<file path="src/rtl/dram_pad_rd_capture.sv">
// rtl/dram_pad_rd_capture.sv - DDR read-beat capture into 4-beat lines
//
// Purpose: tracks each read command through a programmable-latency delay
// line, then captures BL4/BL8 bursts of pad-retimed pos/neg beats and
// emits them as aligned 4-beat lines with a one-cycle valid strobe.
//
// Ports:
//   clk                    core clock, rising edge
//   rst                    synchronous active-high reset
//   dram_io_rd_en          one-cycle read command pulse
//   burst_length_four      1 = BL4, 0 = BL8; sampled with dram_io_rd_en
//   rd_delay               read latency 1..7 cycles (0 acts as 1)
//   pad_rd_data_pos        beat from the rising DQS edge
//   pad_rd_data_neg        beat from the following falling DQS edge
//   io_dram_rd_data        assembled line, beat0 in [DW-1:0]
//   io_dram_rd_data_valid  one-cycle strobe for io_dram_rd_data
//   pad_rd_cnt             capture-cycle counter within the burst
//   rd_overlap_err         sticky overlap error, cleared only by rst
module dram_pad_rd_capture #(
    parameter int DW = 16
) (
    input  logic            clk,
    input  logic            rst,
    input  logic            dram_io_rd_en,
    input  logic            burst_length_four,
    input  logic [2:0]      rd_delay,
    input  logic [DW-1:0]   pad_rd_data_pos,
    input  logic [DW-1:0]   pad_rd_data_neg,
    output logic [4*DW-1:0] io_dram_rd_data,
    output logic            io_dram_rd_data_valid,
    output logic [1:0]      pad_rd_cnt,
    output logic            rd_overlap_err
);

    typedef enum logic {
        ST_IDLE = 1'b0,
        ST_CAP  = 1'b1
    } state_t;

    logic [6:0]      r_dl_req;
    logic [6:0]      r_dl_bl4;
    state_t          r_state;
    logic [1:0]      r_cnt;
    logic            r_bl4;
    logic [2*DW-1:0] r_slot0;
    logic [4*DW-1:0] r_data;
    logic            r_valid;
    logic            r_err;

    logic [2:0]      w_tap;
    logic            w_start;
    logic            w_start_bl4;
    logic            w_capture;
    logic            w_err_set;
    state_t          w_state_nxt;
    logic [1:0]      w_cnt_nxt;
    logic            w_bl4_nxt;

    // Stage k becomes visible k+1 cycles after the command, so a latency of
    // D cycles is read from stage D-1.
    assign w_tap       = (rd_delay == 3'd0) ? 3'd0 : (rd_delay - 3'd1);
    assign w_start     = r_dl_req[w_tap];
    assign w_start_bl4 = r_dl_bl4[w_tap];

    always_ff @(posedge clk) begin
        if (rst) begin
            r_dl_req <= '0;
            r_dl_bl4 <= '0;
        end else begin
            r_dl_req <= {r_dl_req[5:0], dram_io_rd_en};
            r_dl_bl4 <= {r_dl_bl4[5:0], dram_io_rd_en & burst_length_four};
        end
    end

    always_ff @(posedge clk) begin
        if (rst) begin
            r_state <= ST_IDLE;
            r_cnt   <= 2'd0;
            r_bl4   <= 1'b0;
        end else begin
            r_state <= w_state_nxt;
            r_cnt   <= w_cnt_nxt;
            r_bl4   <= w_bl4_nxt;
        end
    end

    // r_cnt is always 0 in IDLE, so the start cycle is capture cycle 0
    // without a separate count path.
    always_comb begin
        w_state_nxt = r_state;
        w_cnt_nxt   = r_cnt;
        w_bl4_nxt   = r_bl4;
        w_capture   = 1'b0;
        w_err_set   = 1'b0;
        case (r_state)
            ST_IDLE: begin
                if (w_start) begin
                    w_capture   = 1'b1;
                    w_state_nxt = ST_CAP;
                    w_cnt_nxt   = 2'd1;
                    w_bl4_nxt   = w_start_bl4;
                end
            end
            ST_CAP: begin
                w_capture = 1'b1;
                if ((r_bl4 && r_cnt == 2'd1) || (!r_bl4 && r_cnt == 2'd3)) begin
                    w_cnt_nxt = 2'd0;
                    if (w_start) begin
                        // Seamless back-to-back: next cycle is cycle 0 of the new burst.
                        w_bl4_nxt = w_start_bl4;
                    end else begin
                        w_state_nxt = ST_IDLE;
                    end
                end else begin
                    w_cnt_nxt = r_cnt + 2'd1;
                    // A start mid-burst is dropped; only the flag records it.
                    w_err_set = w_start;
                end
            end
            default: begin
                w_state_nxt = ST_IDLE;
                w_cnt_nxt   = 2'd0;
            end
        endcase
    end

    // Slot 1 is never stored: on an odd cycle the current pair goes straight
    // into the upper half of the line alongside the held slot 0.
    always_ff @(posedge clk) begin
        if (rst) begin
            r_slot0 <= '0;
            r_data  <= '0;
            r_valid <= 1'b0;
            r_err   <= 1'b0;
        end else begin
            r_valid <= w_capture & r_cnt[0];
            if (w_capture && !r_cnt[0]) begin
                r_slot0 <= {pad_rd_data_neg, pad_rd_data_pos};
            end
            if (w_capture && r_cnt[0]) begin
                r_data <= {pad_rd_data_neg, pad_rd_data_pos, r_slot0};
            end
            if (w_err_set) begin
                r_err <= 1'b1;
            end
        end
    end

    assign io_dram_rd_data       = r_data;
    assign io_dram_rd_data_valid = r_valid;
    assign pad_rd_cnt            = r_cnt;
    assign rd_overlap_err        = r_err;

endmodule

</file>
<file path="config.mk">
export PLATFORM = sky130hd
export DESIGN_NAME = dram_pad_rd_capture
export DESIGN_NICKNAME = d
export VERILOG_FILES = /design/src/rtl/dram_pad_rd_capture.sv
export SDC_FILE = /design/constraint.sdc
export NUM_CORES = 1
export LEC_CHECK = 0
export BUFFER_PORTS_ARGS = -buffer_cell sky130_fd_sc_hd__buf_2
export CAP_MARGIN = 20
export CORE_ASPECT_RATIO = 0.9
export CORE_MARGIN = 2
export CORE_UTILIZATION = 23
export DETAILED_ROUTE_END_ITERATION = 10
export GPL_ROUTABILITY_DRIVEN = 0
export SLEW_MARGIN = 10
export SYNTH_ARGS = -nofsm -noshare
export SYNTH_HDL_FRONTEND = slang
export SYNTH_SLANG_ARGS = --single-unit
</file>
<file path="constraint.sdc">
create_clock -name clk -period 3.7 [get_ports clk]
set_input_delay 1.11 -clock clk [delete_from_list [all_inputs] [get_ports clk]]
set_output_delay 1.11 -clock clk [all_outputs]
set_load 0.1 [all_outputs]
</file>
==> flow_metrics.env, run 1 <==
export IMPL_synth_compound_area_frac=0.134
export IMPL_grt_pass1_vias=3068
export IMPL_cts_setup_buffers=0
export IMPL_p_leak_nw=2.44
export IMPL_crit_required_ns=4.04
export IMPL_yosys_area_share_xor_xnor=0
export IMPL_total_power_mw=3.43
export IMPL_seqCellArea_mm2=0.00232
export IMPL_grt_max_degree=66
export IMPL_dr_total_vias=3394
export IMPL_synth_distinct_cells=29
export IMPL_drive_gt1_frac=0.349
export IMPL_drtAntennaViolNets=0
export IMPL_peakVddDrop_uv=237
export IMPL_dp_hpwl_mm=6.66
export IMPL_cp_top_family="simple AND/OR/NAND/NOR gates"
export IMPL_yosys_warnings=0
export IMPL_core_area_mm2=0.0190
export IMPL_initial_core_util=0.232
export IMPL_ctsResizeCount=0
export IMPL_diodes=0
export IMPL_finalNetCount=606
export IMPL_synth_edf_count=0
export IMPL_antenna_found_initial=0
export IMPL_r2r_end="r_slot0[23]"
export IMPL_wl_per_cell_um=12.7
export IMPL_ys_ff_latch=116
export IMPL_rr_worst_depth=5
export IMPL_firstDrtPassIters=4
export IMPL_clk_latency_ns=0.41
export IMPL_area_growth_pct=30.9
export IMPL_layout_common_cells="nand2_1 (130), dfxtp_1 (116), buf_2 (105)"
export IMPL_numClockSinks=116
export IMPL_met3_usage=0.0418
export IMPL_worstPathMaxFanout=23
export IMPL_rr_startpoint="r_dl_req[0]"
export IMPL_synth_top_family_by_area="simple AND/OR/NAND/NOR gates"
export IMPL_clock_fmax_mhz=344
export IMPL_end_kind="register"
export IMPL_synthMuxAreaShare=0.0974
export IMPL_hold_buffers=0
export IMPL_cts_max_level=4
export IMPL_pin_count=107
export IMPL_synthSimpleGateAreaFrac=0.177
export IMPL_fillers=2041
export IMPL_status="completed"
export IMPL_cts_tree="yes"
export IMPL_slew_violations=0
export IMPL_root_buffer="clkbuf_16"
export IMPL_finalClockSkew_ns=0.00515
export IMPL_hp_start="r_slot0[23]"
export IMPL_cts_buffers=17
export IMPL_rsz0062_at_grt="false"
export IMPL_worstSetupStartpointType="input pin"
export IMPL_syn_area_mm2=0.00441
export IMPL_maxSlewHeadroom=0.518
export IMPL_ys_seq_area_frac=0.527
export IMPL_die_h_um=135
export IMPL_synth_cells=460
export IMPL_dpl_worst_slack_ns=0.369
export IMPL_path_buf_inv=2
export IMPL_initialDrtViolationCount=135
export IMPL_arrival_ns=3.25
export IMPL_row_count=48
export IMPL_cpMaxStageDelayCell="or4b_4"
export IMPL_routed_wl_mm=10.5
export IMPL_die_x_um=150
export IMPL_worst_pin_slew_ns=0.723
export IMPL_fin_tns_setup_ns=0
export IMPL_grt_usage=0.107
export IMPL_critPathMaxStageDelay_ns=0.52
export IMPL_crit_type="in2reg"
export IMPL_finalSetupViolCount=0
export IMPL_top_usage_layer="met2"
export IMPL_grt_ovfl_total=0
export IMPL_cts_buffer_depth=2
export IMPL_worst_hold_path_endpoint="io_dram_rd_data[23]"
export IMPL_hold_viol=0
export IMPL_use_met2=0.153
export IMPL_period_share=0.785
export IMPL_r2r_setup_slack_ns=1.88
export IMPL_die_area_mm2=0.0203
export IMPL_syn_avg_cell_area_um2=9.58
export IMPL_final_common_cell="nand2_1"
export IMPL_grt_pass1_wl_mm=16.7
export IMPL_io_buffers=106
export IMPL_setup_slack_ns=0.796
export IMPL_syn_nets=503
export IMPL_maxCapViolations=0
export IMPL_hold_path_depth=2
export IMPL_synth_adder_area_share=0.0114
export IMPL_use_met1=0.146
export IMPL_clk_pin_slew_ns=0.05
export IMPL_post_route_min_period_ns=2.90
export IMPL_multiInputGateArea_mm2=0.00187
export IMPL_power_density_mw_per_mm2=594
export IMPL_post_route_drc_count=0
export IMPL_hold_path_class="reg2reg"
export IMPL_vias_per_cell=4.11
export IMPL_crit_chain="buf_2 -> or2_2 -> ha_1 -> or4b_4 -> o21ai_4 -> o221a_2 -> buf_4 -> nand2_1 -> a21oi_2"
export IMPL_synth_ff_type="dfxtp_1"
export IMPL_holdWs_ns=0.449
export IMPL_async_reset_ff_frac=0
-- metal layers --
| layer | share of wire | vias to the layer above | wire, µm |
|---|---|---|---|
| met1 | 0.50 | 1588 | 5230 |
| met2 | 0.43 | 84 | 4540 |
| met3 | 0.054 | 7 | 568 |
| met4 | 0.013 | 0 | 132 |
| met5 | 0 | - | 0 |
| li1 | - | 1715 | - |
-- stage by stage --
stage	utilization	instances	area (µm²)
finish	0.304	826	5770
global route	0.304	826	5770
CTS	0.304	826	5770
detailed placement	0.272	794	5170
global placement	0.272	794	5170
floorplan	-	460	4410
-- worst reg2reg max path, cell delays in order (launching register included) --
cell,delay [ns]
dfxtp_1,0.33
mux4_2,0.56
o221ai_4,0.20
buf_12,0.30
mux2i_1,0.23
nor2_1,0.05
-- area by class of cell --
| class | instances | area share |
|---|---|---|
| repair buffers | 114 | 0.112 |
| flip-flops and latches | 116 | 0.403 |
| clock inverters | 12 | 0.0226 |
| multi-input cells | 308 | 0.324 |
| well taps | 250 | 0.0542 |
| clock buffers | 20 | 0.0809 |
| inverters | 6 | 0.00391 |
-- logic make-up after synthesis --
family | Yosys count
simple gates | 188
flops | 116
compound gates | 76
mux | 40
buf+inv | 36
fa+ha+maj | 4
-- state kept, by name (all words and copies together) (netlist names) --
register               flops
r_bl4                      1
io_dram_rd_data           64
io_dram_rd_data_valid      1
r_dl_bl4                   7
pad_rd_cnt                 2
r_state                    1
rd_overlap_err             1
r_dl_req                   7
r_slot0                   32
-- power by group --
group / switching [mW] / internal, mW / total, mW
registers: 0.0311 / 1.31 / 1.34
clock network: 0.592 / 1.04 / 1.63
logic: 0.327 / 0.125 / 0.453
-- worst max-delay path by stage --
stage | start | endpoint | slack [ns] | cells past startpoint
4_1_cts | rd_delay[0] | io_dram_rd_data[30] | 0.80 | 9
3_3_place_gp | rd_delay[0] | io_dram_rd_data[32] | 0.41 | 9
6_report | rd_delay[0] | io_dram_rd_data[30] | 0.80 | 9
2_1_floorplan | rd_delay[1] | io_dram_rd_data[10] | 0.61 | 9
5_1_grt | rd_delay[0] | io_dram_rd_data[23] | 0.69 | 9
3_5_place_dp | rd_delay[0] | io_dram_rd_data[30] | 0.37 | 9
-- cells in the mapped netlist, types with 2 or more instances --
| library cell | number | share of area |
|---|---|---|
| nand2_1 | 130 | 0.11 |
| o21ai_0 | 2 | 0.0023 |
| a21oi_2 | 43 | 0.085 |
| mux4_2 | 2 | 0.010 |
| buf_4 | 6 | 0.010 |
| dfxtp_1 | 116 | 0.53 |
| nor2b_1 | 13 | 0.018 |
| buf_6 | 10 | 0.026 |
| mux2i_1 | 37 | 0.084 |
| inv_1 | 6 | 0.0051 |
| and2_1 | 2 | 0.0028 |
| a21oi_1 | 24 | 0.027 |
| clkbuf_1 | 14 | 0.012 |
| ha_1 | 4 | 0.011 |
| nor2_1 | 37 | 0.032 |
No activity file was read; power rests on OpenSTA's default activity.
==> inputs of run 2 (changes only) <==
--- a/config.mk
+++ b/config.mk
@@ -5,6 +5,7 @@
 export SDC_FILE = /design/constraint.sdc
 export NUM_CORES = 1
 export LEC_CHECK = 0
+export ABC_AREA = 1
 export BUFFER_PORTS_ARGS = -buffer_cell sky130_fd_sc_hd__buf_2
 export CAP_MARGIN = 20
 export CORE_ASPECT_RATIO = 0.9
==> constraint.sdc (replaced) <==
create_clock -name clk -period 2.7 [get_ports clk]
set_input_delay 0.81 -clock clk [delete_from_list [all_inputs] [get_ports clk]]
set_output_delay 0.81 -clock clk [all_outputs]
set_load 0.1 [all_outputs]
==> flow_metrics.env, run 2 <==
export IMPL_status="completed"
export IMPL_die_x_um=160
export IMPL_io_buffers=106
export IMPL_synth_cells=720
export IMPL_fillers=2448
export IMPL_firstDrtPassIters=4
export IMPL_crit_type="in2reg"
export IMPL_arrival_ns=2.53
export IMPL_area_growth_pct=27.0
export IMPL_ctsResizeCount=0
export IMPL_rsz0062_at_grt="false"
export IMPL_clk_pin_slew_ns=0.05
export IMPL_drtAntennaViolNets=0
export IMPL_core_area_mm2=0.0216
export IMPL_synth_common_cells="nand2_1 (126), dfxtp_1 (116), nor2_1 (114)"
export IMPL_hold_viol=0
export IMPL_wl_per_cell_um=11.6
export IMPL_syn_nets=763
export IMPL_antenna_found_initial=1
export IMPL_ys_seq_area_frac=0.462
export IMPL_critPathMaxStageDelay_ns=0.23
export IMPL_hold_path_depth=2
export IMPL_rr_worst_depth=6
export IMPL_row_count=51
export IMPL_post_route_drc_count=0
export IMPL_vias_per_cell=4.07
export IMPL_syn_avg_cell_area_um2=6.99
export IMPL_cts_max_level=4
export IMPL_cts_setup_buffers=0
export IMPL_dp_hpwl_mm=8.70
export IMPL_die_h_um=144
export IMPL_clkPwrFrac=0.355
export IMPL_root_buffer="clkbuf_16"
export IMPL_grt_ovfl_total=0
export IMPL_dp_cells=1077
export IMPL_worstPathMaxFanout=24
export IMPL_switching_share=0.401
export IMPL_synth_ff_type="dfxtp_1"
export IMPL_power_density_mw_per_mm2=976
export IMPL_hold_buffers=0
export IMPL_intPower_mw=3.73
export IMPL_clock_fmax_mhz=448
export IMPL_grt_max_degree=134
export IMPL_finalClockSkew_ns=0.00860
export IMPL_initialDrtViolationCount=286
export IMPL_async_reset_ff_frac=0
export IMPL_fin_tns_setup_ns=0
export IMPL_layout_common_cells="nand2_1 (126), dfxtp_1 (115), nor2_1 (114)"
export IMPL_worst_pin_slew_ns=0.664
export IMPL_worstSetupStartpointType="input pin"
export IMPL_synth_edf_count=0
export IMPL_pin_count=107
export IMPL_seqCellArea_mm2=0.00233
export IMPL_slew_violations=0
export IMPL_finalNonFillerCells=1111
export IMPL_netlist_area_leader_share=0.462
export IMPL_yosysTopAreaCell="dfxtp_1"
export IMPL_finalSetupViolCount=0
export IMPL_die_area_mm2=0.0231
export IMPL_maxCapViolations=0
export IMPL_syn_area_mm2=0.00503
export IMPL_yosys_warnings=0
export IMPL_p_leak_nw=3.08
export IMPL_cts_buffer_depth=2
export IMPL_crit_chain="buf_2 -> nor2_2 -> inv_1 -> ha_1 -> inv_1 -> nand2_1 -> nand3_1 -> nand3_1 -> nand2_2 -> nand2_8 -> buf_4 -> a21oi_1 -> nor2_1"
export IMPL_post_route_min_period_ns=2.23
export IMPL_final_common_cell="nand2_1"
export IMPL_total_power_mw=6.23
export IMPL_largest_reg_flops=64
export IMPL_drive_gt1_frac=0.199
export IMPL_clk_latency_ns=0.41
export IMPL_cts_tree="yes"
export IMPL_holdWs_ns=0.420
export IMPL_grt_pass1_wl_mm=20.8
export IMPL_p_comb_frac=0.318
export IMPL_switchingPower_mw=2.50
export IMPL_synth_most_common_cell="nand2_1"
export IMPL_dr_total_vias=4525
export IMPL_maxSlewHeadroom=0.557
export IMPL_numClockSinks=116
export IMPL_multiInputGateArea_mm2=0.00206
export IMPL_finalNetCount=848
export IMPL_period_share=0.827
export IMPL_end_kind="register"
export IMPL_final_cell_area_mm2=0.00639
export IMPL_crit_required_ns=3.00
export IMPL_synth_area_top_cells="dfxtp_1 (46%), nand3_1 (10%), a21oi_1 (10%)"
export IMPL_initial_core_util=0.233
export IMPL_routed_wl_mm=12.9
export IMPL_cpMaxStageDelayCell="buf_4"
export IMPL_cts_buffers=17
export IMPL_placed_area_mm2=0.00579
export IMPL_seqPwrFrac=0.327
export IMPL_grt_pass1_vias=3992
export IMPL_synth_distinct_cells=19
export IMPL_hold_path_class="reg2reg"
export IMPL_ys_ff_latch=116
export IMPL_grt_usage=0.114
export IMPL_peakVddDrop_uv=421
-- run 2: worst max-delay path: cells and delay by family --
kind,cells,cell delay [ns]
simple gates,7,0.80
buf+inv,4,0.57
fa+ha+maj,1,0.22
compound gates,1,0.14
-- run 2: stage by stage --
step	util	worst slack, ns
after CTS	0.296	0.483
after floorplan	-	0.411
final	0.296	0.468
after global placement	0.268	0.0883
after detailed placement	0.268	0.0429
after global routing	0.296	0.206
-- run 2: layout make-up --
class / instances / area share
antenna: 2 / 0.000784
clock buffer: 20 / 0.0748
clock inverter: 12 / 0.0184
inverter: 89 / 0.0523
multi-input combinational: 460 / 0.322
sequential: 116 / 0.364
tap: 291 / 0.0570
timing repair buffer: 121 / 0.111
-- run 2: per-layer routing --
| metal | wire [µm] | vias up | share of wire | track usage |
|---|---|---|---|---|
| met5 | 0 | - | 0 | 0 |
| met4 | 245 | 0 | 0.019 | 0.0507 |
| met3 | 699 | 20 | 0.054 | 0.0416 |
| met2 | 5030 | 94 | 0.39 | 0.150 |
| met1 | 6930 | 1980 | 0.54 | 0.163 |
| li1 | - | 2431 | - | - |
-- run 2: power by group through the flow --
stage               registers (mW)  clock network [mW]  logic [mW]
CTS                           2.04                2.28        1.99
floorplan                     2.99                   0       0.759
finish                        2.04                2.21        1.98
global route                  2.06                2.35        2.15
global placement              2.07                   0        1.99
detailed placement            2.07                   0        1.99
-- run 2: path summary, 6_finish.rpt --
path / start / endpoint / slack, ns
max: rd_delay[1] / r_slot0[4] / 0.47
min: r_dl_bl4[5] / r_dl_bl4[6] / 0.42
max reg2reg: pad_rd_cnt[0] / r_slot0[13] / 1.04
min reg2reg: r_dl_bl4[5] / r_dl_bl4[6] / 0.42
-- run 2: kinds of logic after synthesis --
group / synth area share
AOI/OAI and AO/OA: 0.105
adders and majority gates: 0.00995
buffers and inverters: 0.131
DFF: 0.462
and+or+nand+nor: 0.292
==> inputs of run 3 (changes only) <==
==> constraint.sdc (replaced) <==
create_clock -name clk -period 2.33 [get_ports clk]
set_input_delay 0.699 -clock clk [delete_from_list [all_inputs] [get_ports clk]]
set_output_delay 0.699 -clock clk [all_outputs]
set_load 0.1 [all_outputs]
==> flow_metrics.env, run 3 (same netlist as run 2, synthesis figures left out) <==
export IMPL_end_kind="register"
export IMPL_cts_tree="yes"
export IMPL_clk_pin_slew_ns=0.05
export IMPL_drtAntennaViolNets=0
export IMPL_top_usage_layer="met1"
export IMPL_hold_viol=0
export IMPL_crit_type="in2reg"
export IMPL_arrival_ns=2.33
export IMPL_maxCapViolations=0
export IMPL_use_met1=0.158
export IMPL_cts_buffer_depth=2
export IMPL_cpMaxStageDelayCell="nor2_2"
export IMPL_p_comb_frac=0.311
export IMPL_initialDrtViolationCount=257
export IMPL_crit_path_frequent_cell="nand3_1"
export IMPL_switchingPower_mw=2.91
export IMPL_post_route_util=0.299
export IMPL_cts_max_level=4
export IMPL_clock_fmax_mhz=492
export IMPL_seqPwrFrac=0.320
export IMPL_post_route_min_period_ns=2.03
export IMPL_status="completed"
export IMPL_intPower_mw=4.48
export IMPL_wl_per_cell_um=11.7
export IMPL_rsz0062_at_grt="false"
export IMPL_dp_hpwl_mm=8.78
export IMPL_firstDrtPassIters=4
export IMPL_finalClockSkew_ns=0.00645
export IMPL_met3_usage=0.0430
export IMPL_hold_path_class="reg2reg"
export IMPL_root_buffer="clkbuf_16"
export IMPL_final_common_cell="nand2_1"
export IMPL_placed_area_mm2=0.00582
export IMPL_cts_setup_buffers=0
export IMPL_largest_reg_flops=64
export IMPL_fin_tns_setup_ns=0
export IMPL_p_leak_nw=3.12
export IMPL_drive_gt1_frac=0.203
export IMPL_grt_pass1_vias=4036
export IMPL_grt_usage=0.115
export IMPL_switching_share=0.394
export IMPL_crit_required_ns=2.63
export IMPL_area_growth_pct=28.1
export IMPL_use_met2=0.157
export IMPL_crit_chain="buf_2 -> inv_1 -> ha_1 -> nor2_2 -> nand3_1 -> nand3_1 -> nand2_2 -> nand2_8 -> buf_4 -> nand3_1 -> nand2_1 -> nor2_1"
export IMPL_core_area_mm2=0.0216
export IMPL_clk_latency_ns=0.41
export IMPL_worstPathMaxFanout=20
export IMPL_finalNetCount=852
export IMPL_hold_buffers=0
export IMPL_layout_common_cells="nand2_1 (126), dfxtp_1 (115), nor2_1 (114)"
export IMPL_grt_ovfl_total=0
export IMPL_slew_violations=0
export IMPL_fillers=2441
export IMPL_row_count=51
export IMPL_grt_pass1_wl_mm=20.8
export IMPL_clkPwrFrac=0.369
export IMPL_routed_wl_mm=13.1
export IMPL_vias_per_cell=4.07
export IMPL_antenna_found_initial=1
export IMPL_finalSetupViolCount=0
export IMPL_numClockSinks=116
export IMPL_die_x_um=160
export IMPL_post_route_drc_count=0
export IMPL_initial_core_util=0.233
export IMPL_pin_count=107
export IMPL_ctsResizeCount=0
export IMPL_period_share=0.871
export IMPL_r2r_setup_slack_ns=0.84
export IMPL_critPathMaxStageDelay_ns=0.24
export IMPL_io_buffers=106
export IMPL_dr_total_vias=4531
export IMPL_peakVddDrop_uv=601
export IMPL_worst_pin_slew_ns=0.777
export IMPL_maxSlewHeadroom=0.482
export IMPL_die_area_mm2=0.0231
export IMPL_final_cell_area_mm2=0.00644
export IMPL_power_density_mw_per_mm2=1150
export IMPL_grt_max_degree=80
export IMPL_cts_buffers=17
export IMPL_die_h_um=144
export IMPL_worstSetupStartpointType="input pin"
-- run 3: path summary, 6_finish.rpt --
check,startpoint,endpoint,cells past startpoint
setup / recovery,rd_delay[2],r_slot0[30],12
setup reg to reg,r_dl_req[5],r_slot0[30],10
hold / removal,r_dl_bl4[1],r_dl_bl4[2],2
hold reg to reg,r_dl_bl4[1],r_dl_bl4[2],2
-- run 3: critical path: cells and delay by family --
family | cells | cell delay [ns]
AND/OR/NAND/NOR | 8 | 0.99
buffers and inverters | 3 | 0.41
adder cells (fa/ha/maj) | 1 | 0.21
-- run 3: area by class of cell --
cell class | count | area [µm²] | area share
Sequential cell | 116 | 2330 | 0.361
Multi-Input combinational cell | 460 | 2060 | 0.319
Timing Repair Buffer | 125 | 736 | 0.114
Clock buffer | 18 | 450 | 0.0699
Tap cell | 291 | 364 | 0.0565
Inverter | 89 | 334 | 0.0519
Clock inverter | 14 | 174 | 0.0270
Antenna cell | 1 | 2.50 | 0.000388
-- run 3: power groups by stage --
stage / Combinational [mW] / Clock [mW] / Sequential [mW]
3_5_place_dp: 2.31 / 0 / 2.41
2_1_floorplan: 0.880 / 0 / 3.46
3_3_place_gp: 2.30 / 0 / 2.40
6_report: 2.30 / 2.73 / 2.36
5_1_grt: 2.49 / 2.89 / 2.40
4_1_cts: 2.31 / 2.80 / 2.37
-- run 3: stage by stage --
| stage | total power, mW | instances | setup slack [ns] | hold WS, ns |
|---|---|---|---|---|
| detailed placement | 4.72 | 1081 | -0.117 | 0.415 |
| finish | 7.39 | 1114 | 0.299 | 0.418 |
| global placement | 4.70 | 1081 | -0.0805 | 0.409 |
| global route | 7.77 | 1114 | 0.0981 | 0.443 |
| floorplan | 4.34 | 720 | 0.152 | 0.403 |
| CTS | 7.48 | 1113 | 0.326 | 0.422 |
-- run 3: routing by layer --
metal,up-vias,wire length [µm]
met5,-,0
met4,0,195
met3,15,631
met2,70,5300
met1,2006,6920
li1,2440,-
